===== config.mk =====
export PLATFORM = sky130hd
export DESIGN_NAME = pc_fetch_unit
export DESIGN_NICKNAME = d
export VERILOG_FILES = /design/src/rtl/cpu16_pkg.sv /design/src/rtl/fetch_fifo.sv /design/src/rtl/pc_fetch_unit.sv
export SDC_FILE = /design/constraint.sdc
export NUM_CORES = 1
export LEC_CHECK = 0
export CAP_MARGIN = 20
export CORE_AREA = 3 3 118 120
export DETAILED_ROUTE_END_ITERATION = 6
export DIE_AREA = 0 0 121 123
export PLACE_DENSITY_LB_ADDON = 0.2
export SKIP_CTS_REPAIR_TIMING = 1
export SYNTH_ARGS = -nofsm -noshare
export SYNTH_HDL_FRONTEND = slang
export SYNTH_SLANG_ARGS = --single-unit

===== constraint.sdc =====
create_clock -name Clock -period 3.2 [get_ports Clock]
set_clock_uncertainty 0.05 [all_clocks]
set_input_delay 0.64 -clock Clock [delete_from_list [all_inputs] [get_ports Clock]]
set_output_delay 0.64 -clock Clock [all_outputs]
set_load 0.02 [all_outputs]

===== src/rtl/cpu16_pkg.sv =====
// cpu16_pkg: fetch FSM state encoding and fetch FIFO entry layout shared by the fetch front end
package cpu16_pkg;
    localparam int CPU_ADDR_W  = 16;
    localparam int CPU_INSTR_W = 16;
    typedef enum logic [1:0] {RUN, WAIT, DROP} fetch_state_t;
    // FIFO entries are packed {pc, instr}, pc in the upper bits
    typedef struct packed {
        logic [CPU_ADDR_W-1:0]  pc;
        logic [CPU_INSTR_W-1:0] instr;
    } fetch_entry_t;
endpackage


===== src/rtl/fetch_fifo.sv =====
// fetch_fifo: synchronous FIFO with flush; head is read straight from the storage registers
module fetch_fifo #(
    parameter int WIDTH = 32,
    parameter int DEPTH = 2,
    localparam int PW = $clog2(DEPTH),
    localparam int CW = PW + 1
) (
    input  logic             Clock,
    input  logic             Resetn,
    input  logic             flush,
    input  logic             push,
    input  logic             pop,
    input  logic [WIDTH-1:0] din,
    output logic [WIDTH-1:0] dout,
    output logic             full,
    output logic             empty,
    output logic [CW-1:0]    count
);
    logic [WIDTH-1:0] mem [DEPTH];
    logic [PW-1:0]    wr_ptr, rd_ptr;
    assign dout  = mem[rd_ptr];
    assign full  = count == CW'(DEPTH);
    assign empty = count == '0;
    // storage is cleared on reset so the head outputs read zero until the first push
    always_ff @(posedge Clock or negedge Resetn) begin
        if (!Resetn) begin
            wr_ptr <= '0;
            rd_ptr <= '0;
            count  <= '0;
            for (int i = 0; i < DEPTH; i++) mem[i] <= '0;
        end else if (flush) begin
            wr_ptr <= '0;
            rd_ptr <= '0;
            count  <= '0;
        end else begin
            if (push) begin
                mem[wr_ptr] <= din;
                wr_ptr      <= wr_ptr + PW'(1);
            end
            if (pop) rd_ptr <= rd_ptr + PW'(1);
            count <= count + CW'(push) - CW'(pop);
        end
    end
endmodule


===== src/rtl/pc_fetch_unit.sv =====
// pc_fetch_unit: PC owner and imem req/ack fetcher feeding a tagged instruction FIFO with redirect flush
// Optional FETCH_PERF_EN adds saturating perf_fetched / perf_flushes counters.
module pc_fetch_unit import cpu16_pkg::*; #(
    parameter int ADDR_W    = CPU_ADDR_W,
    parameter int INSTR_W   = CPU_INSTR_W,
    parameter int OFFSET_W  = 8,
    parameter int PC_STEP   = 2,
    parameter int RESET_PC  = 11,
    parameter int BUF_DEPTH = 2
) (
    input  logic                Clock,
    input  logic                Resetn,
    output logic                imem_req,
    output logic [ADDR_W-1:0]   imem_addr,
    input  logic                imem_ack,
    input  logic [INSTR_W-1:0]  imem_rdata,
    output logic                instr_valid,
    output logic [INSTR_W-1:0]  instr,
    output logic [ADDR_W-1:0]   instr_pc,
    input  logic                instr_ready,
    input  logic                br_taken,
    input  logic [ADDR_W-1:0]   br_pc,
    input  logic [OFFSET_W-1:0] br_offset,
    input  logic                jmp_valid,
    input  logic [ADDR_W-1:0]   jmp_target
`ifdef FETCH_PERF_EN
    ,
    output logic [31:0]         perf_fetched,
    output logic [15:0]         perf_flushes
`endif
);
    localparam int CW = $clog2(BUF_DEPTH) + 1;
    localparam int EW = ADDR_W + INSTR_W;
    localparam logic [ADDR_W-1:0] STEP = ADDR_W'(PC_STEP);
    fetch_state_t      state;
    logic [ADDR_W-1:0] fetch_pc, next_pc, target;
    logic              redirect, push, pop, full, empty;
    logic [CW-1:0]     count, next_count;
    logic [EW-1:0]     head;
    assign redirect   = jmp_valid | br_taken;
    assign target     = jmp_valid ? jmp_target
                                  : br_pc + STEP + (ADDR_W'($signed(br_offset)) << 1);
    assign push       = (state == WAIT) & imem_ack & ~redirect;
    assign pop        = instr_valid & instr_ready & ~redirect;
    assign next_count = count + CW'(push) - CW'(pop);
    assign next_pc    = fetch_pc + STEP;
    assign instr_valid = ~empty;
    assign instr       = head[INSTR_W-1:0];
    assign instr_pc    = head[EW-1:INSTR_W];
    fetch_fifo #(.WIDTH(EW), .DEPTH(BUF_DEPTH)) u_fifo (
        .Clock (Clock),
        .Resetn(Resetn),
        .flush (redirect),
        .push  (push),
        .pop   (pop),
        .din   ({fetch_pc, imem_rdata}),
        .dout  (head),
        .full  (full),
        .empty (empty),
        .count (count)
    );
    // a redirect with the request still un-acked must keep the bus stable until the stale ack
    always_ff @(posedge Clock or negedge Resetn) begin
        if (!Resetn) begin
            state     <= RUN;
            imem_req  <= 1'b0;
            imem_addr <= ADDR_W'(RESET_PC);
            fetch_pc  <= ADDR_W'(RESET_PC);
        end else if (redirect) begin
            fetch_pc <= target;
            if (imem_req && !imem_ack) begin
                state <= DROP;
            end else begin
                state    <= RUN;
                imem_req <= 1'b0;
            end
        end else begin
            case (state)
                RUN: if (!full) begin
                    state     <= WAIT;
                    imem_req  <= 1'b1;
                    imem_addr <= fetch_pc;
                end
                WAIT: if (imem_ack) begin
                    fetch_pc <= next_pc;
                    if (next_count < CW'(BUF_DEPTH)) begin
                        imem_addr <= next_pc;
                    end else begin
                        state    <= RUN;
                        imem_req <= 1'b0;
                    end
                end
                DROP: if (imem_ack) begin
                    state    <= RUN;
                    imem_req <= 1'b0;
                end
                default: state <= RUN;
            endcase
        end
    end
`ifdef FETCH_PERF_EN
    always_ff @(posedge Clock or negedge Resetn) begin
        if (!Resetn) begin
            perf_fetched <= '0;
            perf_flushes <= '0;
        end else begin
            if (push && ~&perf_fetched) perf_fetched <= perf_fetched + 32'd1;
            if (redirect && ~&perf_flushes) perf_flushes <= perf_flushes + 16'd1;
        end
    end
`endif
endmodule

==> results.ini, run 1 <==
[run_status]
status=finished clean

[global_route]
grt_max_degree=63
antenna_found_initial=0
gr-usage-all-layers=0.174
grt_pass1_wl_mm=20.7
grt_pass1_vias=4294
gr-total-overflow=0

[cells_and_area]
layout_commonest_cell=clkdlybuf4s50_1
final_area_mm2=0.00756
diodes=0
final_util=0.578
drive_gt1_frac=0.253
fin_cells=824
area_growth_pct=29.4
nets=739
final_cell_mix=clkdlybuf4s50_1 (110), dfrtp_1 (97), mux2_2 (95)

[sta]
hold_violations=0
worst_pin_slew_ns=0.533
rsz0062_at_grt=false
setup_ws_ns=0.206
period_share=0.936
finalSetupViolCount=0
slew_headroom=0.645
period_needed_ns=2.99
drv_slew=0
fmax_mhz=334

[setup_path]
worst-r2r-setup-slack_ns=0.46
cp_max_fo=3
cp-startpoint=br_pc[2]
cp.required_ns=3.42
critical_path_class=primary input to register
reg2reg_from=u_fifo.count[1]
crit_path_end=fetch_pc[14]
critPathArrivalTime_ns=3.21
r2r_cells=13
endpoint_kind=register
r2r-end=imem_addr[6]
critPathLaunchType=primary input

[cts]
clock_sinks=103
cts_buffer_depth=2
cts_max_level=3
clockRootBuffer=clkbuf_16
cts_tree=done
numCtsBuffers=9
clkLatencyLatePin_ns=0.33
clkTransAtPathRegs_ns=0.06

[yosys]
async_flop_share=1.00
ys_seq_area_frac=0.442
synth_ff_type=dfrtp_1
yosysWarnings=0
synth_area_mm2=0.00584
ys_types=56
ys_ff_latch=103
syn_nets=624
synth.avg_cell_area_um2=11.1
synthCells=528
synth_edf_count=0

[detailed_routing]
drtPass1Iterations=4
vias=4217
via_per_inst=5.12
drc=0
ant_nets=0
wl_per_cell_um=15.3
drtIter0Drc=175
routed_wl_mm=12.6

[placed_design]
placed_cells_incl_taps=808
dp_hpwl_mm=9.25
place.gp.congestion=0.803
pre_cts_slack_ns=-0.183
port_buffers=111
dpl-instance-area_mm2=0.00726

[power_and_ir_drop]
power_density_mw_per_mm2=598
combPwrFrac=0.367
switchingPower_w=0.00140
ir_drop_mv=0.286
internal_power_w=0.00312
swShare=0.310
power_frac_clock=0.242
power_frac_seq=0.392
p_leak_nw=3.34

[die]
start_util=0.447
die-area_mm2=0.0149
die_y_um=123
placeableCoreArea_mm2=0.0131
die_w_um=121
io_pins=112
rows=42

[flow_run]
drv_cap=0

[hold_path]
worstHoldPathType=primary input to asynchronous set/reset pin

[cell usage after synthesis, types with 6 or more instances]
cell type | count | area share
dfrtp_1 | 97 | 0.42
mux2_2 | 95 | 0.18
nor2_1 | 44 | 0.028
nand2_1 | 36 | 0.023
a21oi_1 | 33 | 0.028
ha_1 | 33 | 0.071
xor2_1 | 25 | 0.037
buf_2 | 19 | 0.016
xnor2_1 | 17 | 0.025
o21ai_0 | 14 | 0.012
inv_1 | 12 | 0.0077
nand3_1 | 10 | 0.0086
clkbuf_1 | 8 | 0.0051
o22ai_1 | 7 | 0.0075
dfstp_2 | 6 | 0.027
[per-stage QoR]
stage	setup TNS, ns	hold WS (ns)	total power (W)
after floorplan	0	0.294	0.00272
after global placement	-0.213	0.413	0.00343
after detailed placement	-0.286	0.422	0.00346
after CTS	0	0.245	0.00458
after global routing	0	0.260	0.00478
final	0	0.227	0.00452
[cells by family (layout without fill, tap and decap cells)]
group	after synthesis	after routing	synth area share
buffers and inverters	45	165	0.0364
AND/OR/NAND/NOR	125	125	0.106
multiplexers	103	103	0.197
adder cells (fa/ha/maj)	34	34	0.0741
XOR/XNOR	42	42	0.0629
flip-flops	103	103	0.442
AO/OA/AOI/OAI	76	76	0.0809
[power groups by stage]
stage	registers, W	clock network, W	logic [W]
after floorplan	0.00181	0	0.000915
after global placement	0.00178	0	0.00165
after detailed placement	0.00180	0	0.00166
after CTS	0.00177	0.00113	0.00167
after global routing	0.00181	0.00117	0.00180
final	0.00177	0.00109	0.00166
[critical path, cell delays in order]
cell	delay (ns)
clkdlybuf4s50_1	0.40
ha_1	0.30
ha_1	0.22
fa_1	0.41
a21oi_2	0.22
o211ai_2	0.16
a2111oi_2	0.38
nor2_1	0.12
a32o_1	0.26
nor2_1	0.09
[state kept, by name, indices dropped and copies added (netlist names)]
| register | count |
|---|---|
| fetch_pc | 16 |
| imem_addr | 16 |
| imem_req | 1 |
| state | 2 |
| u_fifo.count | 2 |
| u_fifo.mem | 64 |
| u_fifo.rd_ptr | 1 |
| u_fifo.wr_ptr | 1 |
[final cells by class]
| type | instances | area, um2 |
|---|---|---|
| fillers | 1091 | 5520 |
| multi-input cells | 380 | 3060 |
| flip-flops and latches | 103 | 2580 |
| repair buffers | 136 | 1350 |
| clock buffers | 13 | 260 |
| well taps | 176 | 220 |
| inverters | 13 | 48.8 |
| clock inverters | 3 | 42.5 |
[metal layers]
| layer | track usage | wire length, um | vias to the layer above |
|---|---|---|---|
| li1 | - | - | 2083 |
| met1 | 0.224 | 5630 | 2012 |
| met2 | 0.299 | 6130 | 109 |
| met3 | 0.0297 | 649 | 13 |
| met4 | 0.0559 | 182 | 0 |
| met5 | 0 | 0 | - |
[worst min path at each step]
stage / startpoint / cells past startpoint / endpoint / slack, ns
floorplan: Resetn / 0 / fetch_pc[10] / 0.29
finish: Resetn / 1 / u_fifo.mem[47] / 0.23
CTS: Resetn / 1 / u_fifo.mem[44] / 0.24
detailed placement: u_fifo.mem[33] / 1 / u_fifo.mem[33] / 0.42
global placement: u_fifo.mem[33] / 1 / u_fifo.mem[33] / 0.41
global route: Resetn / 1 / u_fifo.mem[44] / 0.26
(Power assumes the default switching activity.)
==> inputs of run 2 (changes only) <==
Settings changed: CORE_AREA 3 3 118 120 to 3 3 134 136, DIE_AREA 0 0 121 123 to 0 0 137 139.
==> results.ini, run 2 (synthesis gave the netlist of run 1 again) <==
[die]
die_w_um=137
rows=48
placeableCoreArea_mm2=0.0171
start_util=0.343
die_y_um=139
io_pins=112
die-area_mm2=0.0190

[sta]
slew_headroom=0.571
fmax_mhz=332
period_share=0.940
hold_violations=0
finalSetupViolCount=0
drv_slew=0
worst_pin_slew_ns=0.644
rsz0062_at_grt=false
period_needed_ns=3.01

[setup_path]
cp_max_fo=3
cp.required_ns=3.42
endpoint_kind=register
critical_path_class=primary input to register
critPathArrivalTime_ns=3.23
critPathLaunchType=primary input

[cts]
cts_buffer_depth=2
cts_tree=done
cts_max_level=3
clock_sinks=103
clockRootBuffer=clkbuf_16
clkTransAtPathRegs_ns=0.07
clkLatencyLatePin_ns=0.34
numCtsBuffers=9

[cells_and_area]
reg_top3=u_fifo.mem: 64 flops, fetch_pc: 16 flops, imem_addr: 16 flops
drive_gt1_frac=0.253
final_area_mm2=0.00763
final_cell_mix=clkdlybuf4s50_1 (110), dfrtp_1 (97), mux2_2 (95)
largest_reg_flops=64
nets=738
top_register=u_fifo.mem
layout_commonest_cell=clkdlybuf4s50_1
diodes=0
area_growth_pct=30.5

[detailed_routing]
vias=4231
ant_nets=0
wl_met3_um=713
wl_met1_mm=5.98
met2RoutedLength_mm=6.33
via_per_inst=4.85
drc=0
top_layer=met4
drtPass1Iterations=5
routed_wl_mm=13.2
drtIter0Drc=119
wl_per_cell_um=15.1

[power_and_ir_drop]
ir_drop_mv=0.244
power_frac_clock=0.242
switchingPower_w=0.00145
power_density_mw_per_mm2=597
p_total_w=0.00455
power_frac_seq=0.389
internal_power_w=0.00311
p_leak_nw=3.34
combPwrFrac=0.368
swShare=0.318

[global_route]
grt_pass1_vias=4264
grt_pass1_wl_mm=21.8
gr-total-overflow=0
gr-usage-all-layers=0.142
grt_max_degree=54
antenna_found_initial=0

[placed_design]
place.gp.congestion=0.780
dpl-instance-area_mm2=0.00732
dp_hpwl_mm=10.1
port_buffers=111

[flow_run]
drv_cap=0

[hold_path]
worstHoldPathType=primary input to asynchronous set/reset pin

[run_status]
status=finished clean

-- run 2: cell type report --
type                       count  area, um2
multi-input combinational    380       3060
clock inverter                 5       56.3
fill                        1602       9430
tap                          225        282
timing repair buffer         135       1350
inverter                      13       48.8
sequential                   103       2580
clock buffer                  11        243
-- run 2: per-layer routing --
metal  global-route usage  vias up
met3               0.0287        8
met5                    0        -
met1                0.192     2038
met4               0.0347        0
met2                0.234      111
li1                     -     2074
-- run 2: power by group through the flow --
stage | logic (W) | registers, W | clock network [W]
3_5_place_dp | 0.00169 | 0.00181 | 0
3_3_place_gp | 0.00167 | 0.00179 | 0
2_1_floorplan | 0.000915 | 0.00181 | 0
5_1_grt | 0.00181 | 0.00181 | 0.00120
4_1_cts | 0.00170 | 0.00178 | 0.00115
6_report | 0.00168 | 0.00177 | 0.00110
-- run 2: worst max-delay path, stage by stage --
cell,delay [ns]
clkdlybuf4s50_1,0.40
ha_1,0.31
ha_1,0.23
fa_1,0.41
a21oi_2,0.23
o211ai_2,0.16
a2111oi_2,0.39
nor2_1,0.12
a32o_1,0.26
nor2_1,0.09
-- run 2: path summary, 6_finish.rpt --
path / start / to / slack (ns) / cells past startpoint
max: br_pc[2] / fetch_pc[14] / 0.19 / 10
min: Resetn / u_fifo.mem[46] / 0.29 / 1
max reg2reg: u_fifo.count[1] / imem_addr[0] / 0.52 / 12
min reg2reg: u_fifo.mem[33] / u_fifo.mem[33] / 0.44 / 1
max in group asynchronous: Resetn / u_fifo.mem[63] / 2.10 / 2
min in group Clock: u_fifo.mem[33] / u_fifo.mem[33] / 0.44 / 1
-- run 2: stage by stage --
step	TNS (ns)	hold WS [ns]	instances	util	worst slack [ns]
2_1_floorplan	0	0.294	528	-	0.156
3_3_place_gp	-0.240	0.416	856	0.429	-0.166
3_5_place_dp	-0.342	0.429	856	0.429	-0.225
4_1_cts	0	0.295	872	0.447	0.119
5_1_grt	0	0.327	872	0.447	0.0337
6_report	0	0.286	872	0.447	0.191
==> inputs of run 3 (changes only) <==
Settings changed: MAX_ROUTING_LAYER set to met4.
==> results.ini, run 3 (synthesis gave the netlist of run 1 again) <==
[flow_run]
drv_cap=0

[setup_path]
crit_chain=clkdlybuf4s50_1 > ha_1 > ha_1 > fa_1 > a21oi_2 > o211ai_2 > a2111oi_2 > nor2_1 > a32o_1 > nor2_1
cp.required_ns=3.42
critPathSlowestCell=fa_1
max_stage_delay_ns=0.41
endpoint_kind=register
critPathArrivalTime_ns=3.23
cp_max_fo=3
critPathLaunchType=primary input
critical_path_class=primary input to register

[cells_and_area]
final_area_mm2=0.00763
reg_top3=u_fifo.mem: 64 flops, fetch_pc: 16 flops, imem_addr: 16 flops
layout_commonest_cell=clkdlybuf4s50_1
largest_reg_flops=64
final_cell_mix=clkdlybuf4s50_1 (110), dfrtp_1 (97), mux2_2 (95)
top_register=u_fifo.mem
nets=738
area_growth_pct=30.5
drive_gt1_frac=0.253
diodes=0
final_util=0.447
nFillCells=1602

[global_route]
antenna_found_initial=0
met1_usage=0.193
met3_usage=0.0239
busiest_layer=met2
use_met2=0.234
grt_pass1_wl_mm=21.8
grt_pass1_vias=4260
grt_max_degree=54
gr-total-overflow=0
gr-usage-all-layers=0.146

[detailed_routing]
ant_nets=0
drtPass1Iterations=5
via_per_inst=4.86
drc=0
wl_per_cell_um=15.1
vias=4234
routed_wl_mm=13.2
drtIter0Drc=119

[power_and_ir_drop]
switchingPower_w=0.00144
internal_power_w=0.00311
p_total_w=0.00455
p_leak_nw=3.34
swShare=0.317
power_density_mw_per_mm2=596
power_frac_clock=0.242
ir_drop_mv=0.245
power_frac_seq=0.390
combPwrFrac=0.368

[sta]
worst_pin_slew_ns=0.647
fmax_mhz=332
period_share=0.941
rsz0062_at_grt=false
holdWs_ns=0.289
drv_slew=0
slew_headroom=0.569
period_needed_ns=3.01
finalSetupViolCount=0
hold_violations=0

[cts]
cts_max_level=3
clockRootBuffer=clkbuf_16
cts_tree=done
numCtsBuffers=9
clkTransAtPathRegs_ns=0.07
clkLatencyLatePin_ns=0.34
cts_buffer_depth=2
clock_sinks=103

[placed_design]
dp_hpwl_mm=10.1
dpl-instance-area_mm2=0.00732
place.gp.congestion=0.791
port_buffers=111

[die]
io_pins=112
start_util=0.343
rows=48
die_w_um=137
die_y_um=139
placeableCoreArea_mm2=0.0171
die-area_mm2=0.0190

[hold_path]
worstHoldPathType=primary input to asynchronous set/reset pin

[run_status]
status=finished clean

==> run 3: cell counts in the layout (fill, tap and decap cells not counted) <==
No cell type changed its count.
==> run 3: layout make-up <==
class,count,area (um2),area share
Sequential cell,103,2580,0.339
Multi-Input combinational cell,380,3060,0.401
Clock inverter,5,56.3,0.00738
Clock buffer,11,243,0.0318
Timing Repair Buffer,135,1350,0.177
Tap cell,225,282,0.0369
Inverter,13,48.8,0.00640
==> run 3: stage by stage <==
stage / setup WS (ns) / cells / TNS (ns)
after floorplan: 0.156 / 528 / 0
after detailed placement: -0.225 / 856 / -0.342
after CTS: 0.119 / 872 / 0
final: 0.189 / 872 / 0
after global placement: -0.166 / 856 / -0.240
after global routing: 0.0310 / 872 / 0
==> run 3: final timing paths <==
| path | from | endpoint | slack, ns | cells past startpoint |
|---|---|---|---|---|
| max | br_pc[2] | fetch_pc[14] | 0.19 | 10 |
| min | Resetn | u_fifo.mem[46] | 0.29 | 1 |
| max reg2reg | u_fifo.count[1] | imem_addr[0] | 0.52 | 12 |
| min reg2reg | u_fifo.mem[33] | u_fifo.mem[33] | 0.44 | 1 |
| max in group asynchronous | Resetn | state[0] | 2.09 | 2 |
| min in group Clock | u_fifo.mem[33] | u_fifo.mem[33] | 0.44 | 1 |
==> run 3: power by group through the flow <==
stage	clock network (W)	logic (W)	registers, W
2_1_floorplan	0	0.000915	0.00181
3_3_place_gp	0	0.00167	0.00179
3_5_place_dp	0	0.00169	0.00181
4_1_cts	0.00115	0.00170	0.00178
5_1_grt	0.00119	0.00181	0.00181
6_report	0.00110	0.00168	0.00177
==> run 3: critical path: cells and delay by family <==
family,cells,cell delay (ns)
adder cells (fa/ha/maj),3,0.95
AO/OA/AOI/OAI,4,1.04
buffers and inverters,1,0.40
AND/OR/NAND/NOR,2,0.21
==> run 3: metal layers <==
metal	part of all wire	vias up
li1	-	2079
met1	0.46	2039
met2	0.48	107
met3	0.050	9
met4	0.012	0
met5	0	-
